==> config.mk <==
export PLATFORM = sky130hd
export DESIGN_NAME = id_remap_alloc_ctrl
export DESIGN_NICKNAME = d
export VERILOG_FILES = /design/src/rtl/id_remap_alloc_ctrl.sv
export SDC_FILE = /design/constraint.sdc
export NUM_CORES = 1
export LEC_CHECK = 0
export ABC_AREA = 1
export CAP_MARGIN = 20
export CORE_ASPECT_RATIO = 0.9
export CORE_UTILIZATION = 60
export CTS_BUF_LIST = sky130_fd_sc_hd__clkbuf_16
export DETAILED_ROUTE_END_ITERATION = 12
export GPL_ROUTABILITY_DRIVEN = 0
export PLACE_DENSITY_LB_ADDON = 0.3
export SYNTH_ARGS = -nofsm -noshare
export SYNTH_HDL_FRONTEND = slang
export SYNTH_SLANG_ARGS = --single-unit
==> constraint.sdc <==
create_clock -name clk_i -period 6.4 [get_ports clk_i]
set_input_delay 1.28 -clock clk_i [delete_from_list [all_inputs] [get_ports clk_i]]
set_output_delay 1.28 -clock clk_i [all_outputs]
set_load 0.005 [all_outputs]
==> src/rtl/id_remap_alloc_ctrl.sv <==
// ID allocation and in-flight bookkeeping for one direction of an AXI ID remapper,
// with a drain sequencer that blocks new allocations until every mapping retires.
module id_remap_alloc_ctrl #(
  parameter int SlvIdWidth   = 4,
  parameter int NumEntries   = 4,
  parameter int MaxTxnsPerId = 4,
  localparam int MstIdWidth  = (NumEntries > 1) ? $clog2(NumEntries) : 1,
  localparam int CntW        = $clog2(MaxTxnsPerId + 1),
  localparam int FreeW       = $clog2(NumEntries + 1)
) (
  input  logic                  clk_i,
  input  logic                  rst_i,
  input  logic                  push_valid_i,
  output logic                  push_ready_o,
  input  logic [SlvIdWidth-1:0] push_slv_id_i,
  output logic [MstIdWidth-1:0] push_mst_id_o,
  input  logic                  pop_valid_i,
  input  logic [MstIdWidth-1:0] pop_mst_id_i,
  output logic [SlvIdWidth-1:0] pop_slv_id_o,
  input  logic                  drain_req_i,
  output logic                  drain_done_o,
  output logic                  busy_o,
  output logic [FreeW-1:0]      free_cnt_o,
  output logic                  err_o
);

  if (NumEntries < 1) begin : g_chk_entries
    $error("NumEntries must be at least 1");
  end
  if (NumEntries > 2 ** MstIdWidth) begin : g_chk_width
    $error("NumEntries exceeds master ID range");
  end
  if (MaxTxnsPerId < 1) begin : g_chk_max
    $error("MaxTxnsPerId must be at least 1");
  end
  if (SlvIdWidth < 1) begin : g_chk_slv
    $error("SlvIdWidth must be at least 1");
  end

  typedef enum logic [1:0] {ST_IDLE, ST_DRAIN, ST_DONE} state_e;

  state_e                state_q, state_d;
  logic [SlvIdWidth-1:0] slv_id_q [NumEntries];
  logic [SlvIdWidth-1:0] slv_id_d [NumEntries];
  logic [CntW-1:0]       cnt_q    [NumEntries];
  logic [CntW-1:0]       cnt_d    [NumEntries];
  logic                  err_q;

  logic                  hit, free_found, push_fire;
  logic [MstIdWidth-1:0] hit_idx, free_idx;
  logic [CntW-1:0]       hit_cnt, pop_cnt;
  logic                  pop_in_range, pop_ok, pop_err;

  // Lookup uses only pre-update state, so a slot freed by a same-cycle pop is not reused.
  always_comb begin
    hit          = 1'b0;
    hit_idx      = '0;
    hit_cnt      = '0;
    free_found   = 1'b0;
    free_idx     = '0;
    pop_in_range = 1'b0;
    pop_cnt      = '0;
    pop_slv_id_o = '0;
    for (int i = 0; i < NumEntries; i++) begin
      if (cnt_q[i] != '0 && slv_id_q[i] == push_slv_id_i) begin
        hit     = 1'b1;
        hit_idx = MstIdWidth'(i);
        hit_cnt = cnt_q[i];
      end
      if (pop_mst_id_i == MstIdWidth'(i)) begin
        pop_in_range = 1'b1;
        pop_cnt      = cnt_q[i];
        pop_slv_id_o = slv_id_q[i];
      end
    end
    for (int i = NumEntries - 1; i >= 0; i--) begin
      if (cnt_q[i] == '0) begin
        free_found = 1'b1;
        free_idx   = MstIdWidth'(i);
      end
    end
  end

  assign push_mst_id_o = hit ? hit_idx : free_idx;
  assign push_ready_o  = push_valid_i && (state_q == ST_IDLE) &&
                         (hit ? (hit_cnt < CntW'(MaxTxnsPerId)) : free_found);
  assign push_fire     = push_ready_o;
  assign pop_ok        = pop_valid_i && pop_in_range && (pop_cnt != '0);
  assign pop_err       = pop_valid_i && !pop_ok;

  always_comb begin
    for (int i = 0; i < NumEntries; i++) begin
      cnt_d[i]    = cnt_q[i];
      slv_id_d[i] = slv_id_q[i];
      if (push_fire && push_mst_id_o == MstIdWidth'(i) &&
          !(pop_ok && pop_mst_id_i == MstIdWidth'(i))) begin
        cnt_d[i] = cnt_q[i] + CntW'(1);
      end else if (pop_ok && pop_mst_id_i == MstIdWidth'(i) &&
                   !(push_fire && push_mst_id_o == MstIdWidth'(i))) begin
        cnt_d[i] = cnt_q[i] - CntW'(1);
      end
      if (push_fire && !hit && push_mst_id_o == MstIdWidth'(i)) begin
        slv_id_d[i] = push_slv_id_i;
      end
    end
  end

  always_comb begin
    busy_o     = 1'b0;
    free_cnt_o = '0;
    for (int i = 0; i < NumEntries; i++) begin
      if (cnt_q[i] != '0) busy_o = 1'b1;
      else                free_cnt_o = free_cnt_o + FreeW'(1);
    end
  end

  // Drain completion looks at registered counts, so DONE lags the last retire by a cycle.
  always_comb begin
    state_d = state_q;
    case (state_q)
      ST_IDLE:  if (drain_req_i) state_d = ST_DRAIN;
      ST_DRAIN: begin
        if (!drain_req_i) state_d = ST_IDLE;
        else if (!busy_o) state_d = ST_DONE;
      end
      ST_DONE:  if (!drain_req_i) state_d = ST_IDLE;
      default:  state_d = ST_IDLE;
    endcase
  end

  assign drain_done_o = (state_q == ST_DONE);
  assign err_o        = err_q;

  always_ff @(posedge clk_i) begin
    if (rst_i) begin
      state_q <= ST_IDLE;
      err_q   <= 1'b0;
      for (int i = 0; i < NumEntries; i++) begin
        cnt_q[i]    <= '0;
        slv_id_q[i] <= '0;
      end
    end else begin
      state_q <= state_d;
      err_q   <= pop_err;
      for (int i = 0; i < NumEntries; i++) begin
        cnt_q[i]    <= cnt_d[i];
        slv_id_q[i] <= slv_id_d[i];
      end
    end
  end

endmodule
Word-level counts from Yosys, hierarchy flattened. Memory sizes are Yosys's and may differ from the RTL's. Cells that the tools add are included.

Word-level logic and storage cells: 161. Memory bits (writable): 28. Input bits: 11. Memories kept: 2. Register bits: 3.

Bitwise gates (word level): 8. Reductions and logical operators: 53. Equal/unequal tests: 15. Mux-type cells: 69. $add $sub $neg: 11. $lt $le $gt $ge: 1.

Memories: slv_id_q (words 4, bits a word 4, rd ports 4, clocked after Yosys merged registers in 0, wr ports 4, RTL line 43) `logic [SlvIdWidth-1:0] slv_id_q [NumEntries];`; cnt_q (words 4, bits a word 3, rd ports 4, clocked after Yosys merged registers in 0, wr ports 4, RTL line 45) `logic [CntW-1:0] cnt_q [NumEntries];`.

Operators by type and width (number): 3-bit 2-to-1 mux (23); 4-bit 2-to-1 mux (12); 1-bit logical AND (30); 1-bit 2-to-1 mux (22); 2-bit 2-to-1 mux (11); 3-bit by 1-bit adder with 3-bit output, second input constant (7); 4-bit == test (4); 3-bit nonzero test (5); 3-bit logical NOT (4); 3-bit by 1-bit subtractor with 3-bit output, second input constant (4); 2-bit == test, second input constant (5); 1-bit logical NOT (10); 1-bit OR (8); 2-bit by 1-bit == test with 1-bit output, second input constant (3); 2-bit logical NOT (3); 2-bit one-hot mux with 3 select lines (1); 2-bit inequality test, second input constant (2); 3-bit less-than comparator, second input constant (1); 3-bit inequality test, second input constant (1); 3-bit AND reduction (1).

Longest topological paths before layout. Gate-level depths: netlist of the first run. An unclocked memory read counts as a cell.

Word-level depth: 16. Gate-level depth with buffers: 21. Depth with buffers taken out: 20.

Worst setup path before layout of the first run. No wires, ideal clock.

Kind: input to output. From: input port push_slv_id_i[3]. To: output port push_ready_o. Buffers on the path: 2. Arrival: 2.480 ns. Stages: 11. Required time: 5.120 ns. Setup slack: 2.640 ns. Path through: buf_4 inv_1 nand2_1 nand2_1 nor2_1 nand3_2 nand2_4 nor2_8 nor2_2 a21oi_4 buf_6.

Word-level cells in the longest chain between the ends: 9.

Ends and longest elaborated chain: start, declared (RTL line 15) `input logic [SlvIdWidth-1:0] push_slv_id_i,`; 4-bit == test (RTL line 65) `if (cnt_q[i] != '0 && slv_id_q[i] == push_slv_id_i) begin`; 1-bit logical AND (RTL line 65); 3-bit 2-to-1 mux (4 in a row) (RTL line 65); 3-bit less-than comparator (RTL line 86) `(hit ? (hit_cnt < CntW'(MaxTxnsPerId)) : free_found);`; 1-bit 2-to-1 mux (*) (RTL line 86); 1-bit logical AND (*) (RTL line 85) `assign push_ready_o = push_valid_i && (state_q == ST_IDLE) &&`; end, declared (RTL line 14) `output logic push_ready_o,`.

Every way passes the cells marked *; elsewhere a longest branch is shown, timed or not.

Worst setup path in the final report of the first run.
From: input port push_slv_id_i[1]. To: output port push_ready_o.

The elaborated chain is that of the path after synthesis.

==> summary.txt, run 1 <==
Critical path
  – Cell chain of the critical path: clkdlybuf4s50_1 -> inv_2 -> nand2_1 -> nand2_1 -> and2_1 -> nand3_2 -> nand2_4 -> nor2_8 -> nor2_2 -> a21oi_4 -> clkdlybuf4s50_1
  – Cell family with most CP delay: buffers and inverters
  – Peak fanout along the critical path: 19
  – Critical path startpoint category: input pin
  – WS Path Type: input pin to primary output
  – WP buf/inv: 3
  – Endpoint arrival time on the critical path: 3.81 ns
  – Standard cell with the maximum stage delay on the critical path: sky130_fd_sc_hd__clkdlybuf4s50_1
  – Required time of the critical path: 5.12 ns
  – Worst setup EP type: primary output
  – Delay of the slowest critical-path stage: 0.58 ns

Die
  – Rows: 20
  – Chip width: 67.08 um
  – Die area: 4063 um^2
  – Top Ports: 24
  – DIE HEIGHT: 60.58 um
  – Area of the core region: 3503 um^2
  – Starting density of the core: 65.29%

STA
  – Final setup viols: 0
  – Summed negative setup slack over all endpoints: 0 ns
  – Unrepaired setup endpoints after global routing: no
  – Setup clock skew after layout: 0.004988 ns
  – Worst hold slack: 0.4873 ns
  – Final min period: 5.086 ns
  – Peak Freq: 0.1966 GHz
  – Final max-slew violation count: 0
  – Worst Max-Slew Pin Slew: 0.8211 ns
  – Worst slew margin relative to its limit: 45.20%
  – Final number of hold-violating endpoints: 0
  – Final period util: 79.47%

Finish
  – Count of nets after finishing: 394
  – Antenna diode count: 0
  – Final design utilization: 76.29%
  – Non-filler instance count after layout: 417
  – Proportion of layout cells with a drive suffix above 1: 9.651%
  – Filler cells: 278
  – Area delta synth->final: 16.85%

Clock tree
  – Number of setup buffers added after CTS: 0
  – Sink Count: 31
  – Clock tree root driver cell: sky130_fd_sc_hd__clkbuf_16
  – Count of H-tree levels built during CTS: 2
  – CTS max path bufs: 2
  – Number of buffers inserted by hold repair at cts: 0
  – Number of gates given a new drive strength after cts: 0
  – Clock-pin slew on the worst setup and hold paths: 0.05 ns
  – Clock latency on the worst-skew pair: 0.28 ns
  – TritonCTS Buffers: 5
  – Clock tree from TritonCTS: built

Detailed routing
  – Starting DRT DRC Count: 278
  – Detailed-route via count: 2290
  – Vias per inst: 5.492
  – DRC violations left: 0
  – Post-DRT Antenna Nets: 0
  – First-pass iteration count of the detailed router: 5
  – Post-DR wirelength/cell: 13.48 um
  – DRT Wirelength: 5622 um

GRT
  – Global routing met3 resource utilization: 7.895%
  – Pin count of the biggest net entering global routing: 30
  – Global-route track usage on met2: 48.86%
  – Fraction of met1 tracks used by global routing: 41.68%
  – Global-route wire length before repair: 9425 um
  – GRT Overall Usage: 31.41%
  – Grt total ovfl: 0
  – Initial antenna violation count: 0
  – Via count of the first global-routing pass: 2029
  – Most crowded layer after global routing: met2

Pwr
  – Part of the power in the clock network: 15.2%
  – Sequential fraction of design power: 22.0%
  – Static Leak: 1.146 nW
  – PnR Total Power: 1.441 mW
  – Internal cell power: 0.7906 mW
  – Cell Pwr Density: 539.3 nW/um^2
  – Switching power: 0.6507 mW
  – Net switching fraction of the power: 45.15%
  – Relative contribution of combinational cells to total power: 62.7%
  – Highest ir drop seen on vdd: 0.0003635 V

Synth
  – Number of register bits inferred by synthesis: 31
  – Syn Inst Count: 348
  – Post-synthesis net count: 370
  – Post-Synthesis Mean Instance Area: 6.572 um^2
  – Sequential share of the synthesized area: 27.13%
  – Combined area of all synthesized cells: 2287 um^2
  – YS warnings: 0
  – Synth unique cells: 35

Placed design
  – Post-DP HPWL: 4328 um
  – DP Cell Count: 409
  – Count of buffers from port buffering: 23

Hold path
  – Type of the worst min-delay path: flop to flop

Run
  – Maxcap violations: 0

Outcome
  – Status: finished clean
power by group through the flow:
stage | clock network [mW] | logic (mW) | registers, mW
floorplan | 0 | 0.599 | 0.300
global placement | 0 | 0.869 | 0.315
detailed placement | 0 | 0.894 | 0.318
CTS | 0.222 | 0.903 | 0.315
global route | 0.225 | 1.03 | 0.324
finish | 0.219 | 0.904 | 0.318
metrics by stage:
stage          area, um^2  worst slack [ns]
2_1_floorplan        2287             2.640
3_5_place_dp         2536             1.370
5_1_grt              2673             1.128
3_3_place_gp         2536             1.407
4_1_cts              2673             1.359
6_report             2673             1.314
per-layer routing:
layer,wire [um],share of wire [%]
met4,156,2.8
met2,2483,44
met1,2473,44
met3,509,9.1
met5,0,0
registers in the layout, indices dropped and copies added (netlist names):
name / flops
cnt_q: 12
err_o: 1
state_q: 2
slv_id_q: 16
tightest hold or removal path: cells and delay by family (launching register included):
family                 cells  cell delay [ns]
AO/OA/AOI/OAI              1             0.05
buffers and inverters      1             0.06
flip-flops                 1             0.33
synth_stat cells:
library cell | n | area (um^2)
sky130_fd_sc_hd__inv_1 | 47 | 176.4
sky130_fd_sc_hd__nand3_2 | 4 | 40.04
sky130_fd_sc_hd__fa_1 | 4 | 80.08
sky130_fd_sc_hd__o21ai_4 | 1 | 16.27
sky130_fd_sc_hd__nand2_1 | 81 | 304.0
sky130_fd_sc_hd__nor2_2 | 7 | 43.79
sky130_fd_sc_hd__a21oi_4 | 1 | 16.27
sky130_fd_sc_hd__nor3b_1 | 1 | 7.510
sky130_fd_sc_hd__nor3_4 | 1 | 16.27
sky130_fd_sc_hd__nand4_1 | 16 | 100.1
sky130_fd_sc_hd__o21ai_0 | 23 | 115.1
sky130_fd_sc_hd__ha_1 | 7 | 87.58
sky130_fd_sc_hd__xor2_1 | 3 | 26.28
sky130_fd_sc_hd__clkbuf_1 | 2 | 7.510
sky130_fd_sc_hd__nand3_1 | 3 | 15.01
sky130_fd_sc_hd__o21ai_2 | 1 | 8.760
sky130_fd_sc_hd__buf_4 | 1 | 7.510
sky130_fd_sc_hd__nand2_2 | 3 | 18.77
sky130_fd_sc_hd__a221oi_1 | 3 | 26.28
sky130_fd_sc_hd__buf_2 | 2 | 10.01
sky130_fd_sc_hd__a211oi_1 | 1 | 7.510
sky130_fd_sc_hd__nor2_8 | 1 | 20.02
sky130_fd_sc_hd__a21oi_1 | 21 | 105.1
sky130_fd_sc_hd__or2_2 | 1 | 6.260
sky130_fd_sc_hd__xnor2_1 | 5 | 43.79
sky130_fd_sc_hd__inv_2 | 5 | 18.77
sky130_fd_sc_hd__dfxtp_1 | 31 | 620.6
sky130_fd_sc_hd__nand2_4 | 1 | 11.26
sky130_fd_sc_hd__and2_1 | 1 | 6.260
sky130_fd_sc_hd__nand3b_4 | 1 | 20.02
sky130_fd_sc_hd__buf_6 | 1 | 11.26
sky130_fd_sc_hd__nor2_4 | 4 | 45.04
sky130_fd_sc_hd__nor2_1 | 61 | 229.0
sky130_fd_sc_hd__nor3_1 | 2 | 10.01
sky130_fd_sc_hd__a22o_1 | 1 | 8.760
area by class of cell:
type                            instances  area [um^2]  share of cell area [%]
Clock buffer                            5        125.1                   4.682
Clock inverter                          3        11.26                  0.4213
Inverter                               52        195.2                   7.303
Multi-Input combinational cell        259         1435                   53.70
Sequential cell                        31        620.6                   23.22
Tap cell                               44        55.05                   2.060
Timing Repair Buffer                   23        230.2                   8.614
cell usage in the layout, fill, tap and decap left out, drive strengths merged, types with 7 or more instances in the layout:
cell	n
clkdlybuf4s50	23
nand2	85
nor2	73
nand3	7
inv	53
o21ai	25
nand4	16
dfxtp	31
a21oi	22
ha	7
path summary, 6_finish.rpt:
path,startpoint,to,slack [ns],cells after the start
max reg2reg,cnt_q[3][0]$_SDFFE_PP0P_,cnt_q[2][2]$_SDFFE_PP0P_,3.11,18
min,cnt_q[1][1]$_SDFFE_PP0P_,cnt_q[1][1]$_SDFFE_PP0P_,0.49,2
min reg2reg,cnt_q[1][1]$_SDFFE_PP0P_,cnt_q[1][1]$_SDFFE_PP0P_,0.49,2
max,push_slv_id_i[1],push_ready_o,1.31,11
kinds of logic after synthesis:
logic type               synth area share (%)
AO/OA/AOI/OAI                           13.29
XOR/XNOR                                3.064
adder cells (fa/ha/maj)                 7.330
buffers and inverters                   10.12
flip-flops                              27.13
AND/OR/NAND/NOR                         39.06
(Power assumes the default switching activity.)
==> inputs of run 2 (changes only) <==
--- a/config.mk
+++ b/config.mk
@@ -8,7 +8,7 @@
 export ABC_AREA = 1
 export CAP_MARGIN = 20
 export CORE_ASPECT_RATIO = 0.9
-export CORE_UTILIZATION = 60
+export CORE_UTILIZATION = 57
 export CTS_BUF_LIST = sky130_fd_sc_hd__clkbuf_16
 export DETAILED_ROUTE_END_ITERATION = 12
 export GPL_ROUTABILITY_DRIVEN = 0
==> constraint.sdc (replaced) <==
create_clock -name clk_i -period 5.14 [get_ports clk_i]
set_input_delay 1.028 -clock clk_i [delete_from_list [all_inputs] [get_ports clk_i]]
set_output_delay 1.028 -clock clk_i [all_outputs]
set_load 0.005 [all_outputs]
==> summary.txt, run 2 (synthesis gave the netlist of run 1 again) <==
Clock tree
  – Number of setup buffers added after CTS: 0 (unchanged)
  – Clock tree from TritonCTS: built
  – Clock-pin slew on the worst setup and hold paths: 0.05 ns (about the same)
  – TritonCTS Buffers: 5 (unchanged)
  – Clock tree root driver cell: sky130_fd_sc_hd__clkbuf_16
  – Number of gates given a new drive strength after cts: 0 (unchanged)
  – Count of H-tree levels built during CTS: 2 (unchanged)
  – Sink Count: 31 (unchanged)
  – CTS max path bufs: 2 (unchanged)
  – Number of buffers inserted by hold repair at cts: 0 (unchanged)
  – Clock latency on the worst-skew pair: 0.27 ns (about the same)

Detailed routing
  – Post-DRT Antenna Nets: 0 (unchanged)
  – First-pass iteration count of the detailed router: 5 (unchanged)
  – Vias per inst: 5.375 (-2.1%)
  – DRC violations left: 0 (unchanged)
  – Detailed-route via count: 2252 (-1.7%)
  – Starting DRT DRC Count: 160 (-42%)
  – Post-DR wirelength/cell: 13.29 um (-1.5%)
  – DRT Wirelength: 5567 um (-0.98%)

Die
  – Rows: 21 (+5.0%)
  – Area of the core region: 3784 um^2 (+8.0%)
  – Top Ports: 24 (unchanged)
  – Chip width: 68.77 um (+2.5%)
  – Die area: 4270 um^2 (+5.1%)
  – Starting density of the core: 60.45% (-4.8 points)
  – DIE HEIGHT: 62.10 um (+2.5%)

Critical path
  – WS Path Type: input pin to primary output
  – Standard cell with the maximum stage delay on the critical path: sky130_fd_sc_hd__clkdlybuf4s50_1
  – Endpoint arrival time on the critical path: 3.27 ns (-0.54 ns)
  – Delay of the slowest critical-path stage: 0.62 ns (+0.04 ns)
  – Worst setup EP type: primary output
  – Required time of the critical path: 4.11 ns (-1.01 ns)
  – Cell chain of the critical path: clkdlybuf4s50_1 -> inv_1 -> nand2_1 -> nand2_1 -> nor2_1 -> nand3_2 -> nand2_4 -> nor2_8 -> nand2_2 -> nand2_2 -> a21oi_4 -> clkdlybuf4s50_1
  – Peak fanout along the critical path: 19 (unchanged)
  – Critical path startpoint category: input pin

STA
  – Peak Freq: 0.2326 GHz
  – Worst slew margin relative to its limit: 44.83% (-0.36 points)
  – Final max-slew violation count: 0 (unchanged)
  – Final period util: 83.64%
  – Worst Max-Slew Pin Slew: 0.8266 ns (+0.005469 ns)
  – Summed negative setup slack over all endpoints: 0 ns (unchanged)
  – Unrepaired setup endpoints after global routing: no
  – Final number of hold-violating endpoints: 0 (unchanged)
  – Setup clock skew after layout: 0.002785 ns (-0.002203 ns)
  – Minimum setup slack in the final design: 0.8411 ns (-0.4728 ns)
  – Final min period: 4.299 ns
  – Worst hold slack: 0.4894 ns (+0.002105 ns)
  – Final setup viols: 0 (unchanged)

Finish
  – Proportion of layout cells with a drive suffix above 1: 10.19% (+0.54 points)
  – Antenna diode count: 0 (unchanged)
  – Count of nets after finishing: 395 (+0.25%)
  – Commonest non-fill, non-tap cell in the layout: sky130_fd_sc_hd__nand2_1
  – Filler cells: 332 (+19%)
  – Top reg by flops: slv_id_q
  – Most frequent cells in the layout: sky130_fd_sc_hd__nand2_1, sky130_fd_sc_hd__nor2_1, sky130_fd_sc_hd__inv_1
  – Number of flip-flops under the largest register name: 16 (unchanged)
  – Area delta synth->final: 17.18%
  – Largest registers in the final layout: slv_id_q (16), cnt_q (12), state_q (2)

GRT
  – Global-route track usage on met2: 44.68% (-4.2 points)
  – Global-route wire length before repair: 9087 um (-3.6%)
  – Grt total ovfl: 0 (unchanged)
  – Global routing met3 resource utilization: 6.569% (-1.3 points)
  – Most crowded layer after global routing: met2
  – Pin count of the biggest net entering global routing: 30 (unchanged)
  – Fraction of met1 tracks used by global routing: 41.91% (+0.23 points)
  – Via count of the first global-routing pass: 1974 (-2.7%)
  – Initial antenna violation count: 0 (unchanged)
  – GRT Overall Usage: 29.49% (-1.9 points)

Hold path
  – Type of the worst min-delay path: flop to flop

Pwr
  – Relative contribution of combinational cells to total power: 62.7% (about the same)
  – Cell Pwr Density: 667.9 nW/um^2 (+24%)
  – Switching power: 0.8050 mW (+24%)
  – Part of the power in the clock network: 15.3% (about the same)
  – Highest ir drop seen on vdd: 0.0004659 V (+28%)
  – Net switching fraction of the power: 44.97% (-0.18 points)
  – Internal cell power: 0.9851 mW (+25%)
  – Static Leak: 1.148 nW (+0.17%)
  – Sequential fraction of design power: 22.1% (about the same)

Outcome
  – Status: finished clean

Placed design
  – Minimum setup slack after placement: 0.8327 ns (-0.5370 ns)
  – Count of buffers from port buffering: 23 (unchanged)
  – Post-DP HPWL: 4299 um (-0.68%)

Run
  – Maxcap violations: 0 (unchanged)
[run 2: changes by cell type in the layout (fill, tap and decap cells not counted)]
cell and delta:
sky130_fd_sc_hd__clkinv_2 +1, sky130_fd_sc_hd__clkinv_1 -1, sky130_fd_sc_hd__buf_4 +1, sky130_fd_sc_hd__inv_1 -1
[run 2: power by group through the flow]
stage                     Clock, mW  Sequential, mW  Combinational [mW]
after floorplan                   0           0.373               0.745
after global placement            0           0.394                1.09
after detailed placement          0           0.397                1.11
after CTS                     0.273           0.393                1.12
after global routing          0.287           0.405                1.28
final                         0.273           0.395                1.12
[run 2: stage by stage]
stage | total power, mW | utilization (%) | std cells | area, um^2
global route | 1.971 | 70.83 | 419 | 2680
detailed placement | 1.506 | 67.30 | 412 | 2546
floorplan | 1.118 | - | 348 | 2287
finish | 1.790 | 70.83 | 419 | 2680
CTS | 1.786 | 70.83 | 419 | 2680
global placement | 1.483 | 67.30 | 412 | 2546
[run 2: layer usage]
metal / vias to the layer above / wire length [um]
li1: 1155 / -
met1: 1005 / 2640
met2: 83 / 2420
met3: 9 / 446
met4: 0 / 60
met5: - / 0
[run 2: critical path: cells and delay by family]
family	cells	cell delay, ns
compound gates	1	0.14
buf+inv	3	1.29
simple gates	8	0.80
[run 2: layout make-up]
| cell class | instances | area (um^2) | share of cell area [%] |
|---|---|---|---|
| multi-input cells | 259 | 1435 | 53.55 |
| flip-flops and latches | 31 | 620.6 | 23.16 |
| repair buffers | 24 | 237.7 | 8.870 |
| inverters | 52 | 195.2 | 7.283 |
| clock buffers | 5 | 125.1 | 4.669 |
| well taps | 46 | 57.56 | 2.148 |
| clock inverters | 2 | 8.758 | 0.3268 |
[run 2: worst paths after layout]
path / from / end / slack [ns] / depth (start not counted)
max reg2reg: cnt_q[3][0]$_SDFFE_PP0P_ / cnt_q[2][2]$_SDFFE_PP0P_ / 1.89 / 19
min: cnt_q[1][1]$_SDFFE_PP0P_ / cnt_q[1][1]$_SDFFE_PP0P_ / 0.49 / 2
min reg2reg: cnt_q[1][1]$_SDFFE_PP0P_ / cnt_q[1][1]$_SDFFE_PP0P_ / 0.49 / 2
max: push_slv_id_i[3] / push_ready_o / 0.84 / 12
==> variant (settings of run 2) <==
Re-encode `state_e` (3 states) as one-hot, 3 bits wide.
--- a/src/rtl/id_remap_alloc_ctrl.sv
+++ b/src/rtl/id_remap_alloc_ctrl.sv
@@ -37,7 +37,7 @@
     $error("SlvIdWidth must be at least 1");
   end
 
-  typedef enum logic [1:0] {ST_IDLE, ST_DRAIN, ST_DONE} state_e;
+  typedef enum logic [2:0] {ST_IDLE = 3'b001, ST_DRAIN = 3'b010, ST_DONE = 3'b100} state_e;
 
   state_e                state_q, state_d;
   logic [SlvIdWidth-1:0] slv_id_q [NumEntries];
Behaviour: same outputs for any inputs over 4 cycles, from zero or initial values and one cycle with rst_i high; so few cycles prove little.
==> variant against run 2 <==
- total power grew 4.6%
- routed wire length grew 5.3%
- synthesized area grew 2.6%
- clock skew increased by 0.0037 ns
- via count rose by 4.5%
- sequential cell count rose by 1
- largest cell class unchanged
- highest routed layer unchanged
- setup slack worse by 0.49 ns
- final area rose by 2.3%
==> variant: results (changes against run 2) <==
router iterations before antenna repair=5 (unchanged); Yosys warnings=0 (unchanged); WL final=5860 um (+5.3%); detailed-route via count=2,354 (+4.5%); Seq/Total Area, Yosys=27.3% (+0.17 points); HPWL after detailed placement=4320 um (+0.52%); largest net degree at the start of global routing=29 (-3.3%); Syn Nets=375 (+1.4%); worst relative slew slack=46.2% (+1.3 points); WP data arrival=3.76 ns (+0.49 ns); Initial DRC Count=222 (+39%); number of setup buffers added after CTS=0 (unchanged); first-pass GRT wire length=10,100 um (+11%); largest cells by area after synthesis=dfxtp_1 27%, nand2_1 12%, nor2_1 9.1%, inv_1 7.5%, nand4_1 4.3%; gr usage total=28.9% (-0.64 points); layout filler cell count=307 (-7.5%); clock skew=0.00652 ns (+0.00374 ns); Slowest cell on crit path=clkdlybuf4s50_1; worst-case vdd ir drop=0.423 mV (-9.2%); Largest regs=slv_id_q (16), cnt_q (12), state_q (3); CP max stage delay=0.59 ns (-0.03 ns); Distinct cells, synth=33 (-5.7%); share of layout cells above drive strength 1=10.9% (+0.69 points); most frequent cells after synthesis=78 x nand2_1, 57 x nor2_1, 47 x inv_1; leakage=1.18 nW (+3.2%); status=finished clean; critical path fanouts, max=18 (-1); vias in the first global route=2,241 (+14%)
-- variant: cell count changes after synthesis, moves of 3 or more --
cell | run 2 | this run
a21oi_1 | 21 | 18
xor2_1 | 3 | 6
o21ai_0 | 23 | 20
buf_4 | 1 | 5
nor2_1 | 61 | 57
nand3_1 | 3 | 7
o22ai_1 | 0 | 3
nand2_1 | 81 | 78
-- variant: logic make-up (layout without fill, tap and decap cells) --
logic type | count (synthesis) | after routing | synth area share (%)
XOR/XNOR | 13 | 13 | 4.85
AND/OR/NAND/NOR | 186 | 186 | 37.2
AO/OA/AOI/OAI | 48 | 48 | 11.9
adder cells (fa/ha/maj) | 11 | 11 | 7.15
flip-flops | 32 | 32 | 27.3
buffers and inverters | 63 | 87 | 11.6
-- variant: worst paths after layout --
kind,from,slack (ns),endpoint,cells after the start
hold / removal,cnt_q[2][1],0.48,cnt_q[2][1],2
hold reg to reg,cnt_q[2][1],0.48,cnt_q[2][1],2
setup reg to reg,cnt_q[3][2],1.66,cnt_q[3][2],18
setup / recovery,push_slv_id_i[0],0.35,push_ready_o,11
-- variant: per-stage QoR --
step                worst slack [ns]  total power, mW  hold WS (ns)  std cells  area, um2
detailed placement             0.418             1.51         0.478        415       2580
floorplan                       1.68             1.12         0.453        353       2350
CTS                            0.394             1.87         0.486        423       2740
global route                   0.157             2.02         0.525        423       2740
finish                         0.348             1.87         0.482        423       2740
global placement               0.522             1.48         0.471        415       2580
-- variant: final cells by class --
type | instances | share of cell area, %
Clock buffer | 5 | 4.56
Clock inverter | 3 | 1.41
Inverter | 55 | 7.62
Multi-Input combinational cell | 258 | 52.3
Sequential cell | 32 | 23.4
Tap cell | 46 | 2.10
Timing Repair Buffer | 24 | 8.67
-- variant: layer usage --
layer / GRT usage, % / wire length [um] / vias to the layer above
met2: 45.6 / 2540 / 118
met5: 0 / 0 / -
met1: 38.7 / 2610 / 1041
met3: 5.97 / 558 / 21
li1: - / - / 1174
met4: 11.0 / 159 / 0
-- variant: report_power, final --
part / leakage [nW] / internal [mW] / switching, mW / total (mW)
Clock: 0.0850 / 0.226 / 0.106 / 0.332
Sequential: 0.261 / 0.323 / 0.0858 / 0.409
Combinational: 0.839 / 0.514 / 0.617 / 1.13
Total: 1.18 / 1.06 / 0.809 / 1.87
-- variant: worst min-delay path, stage by stage (launching register included) --
cell	delay, ns
dfxtp_1	0.33
inv_1	0.05
a21oi_1	0.05
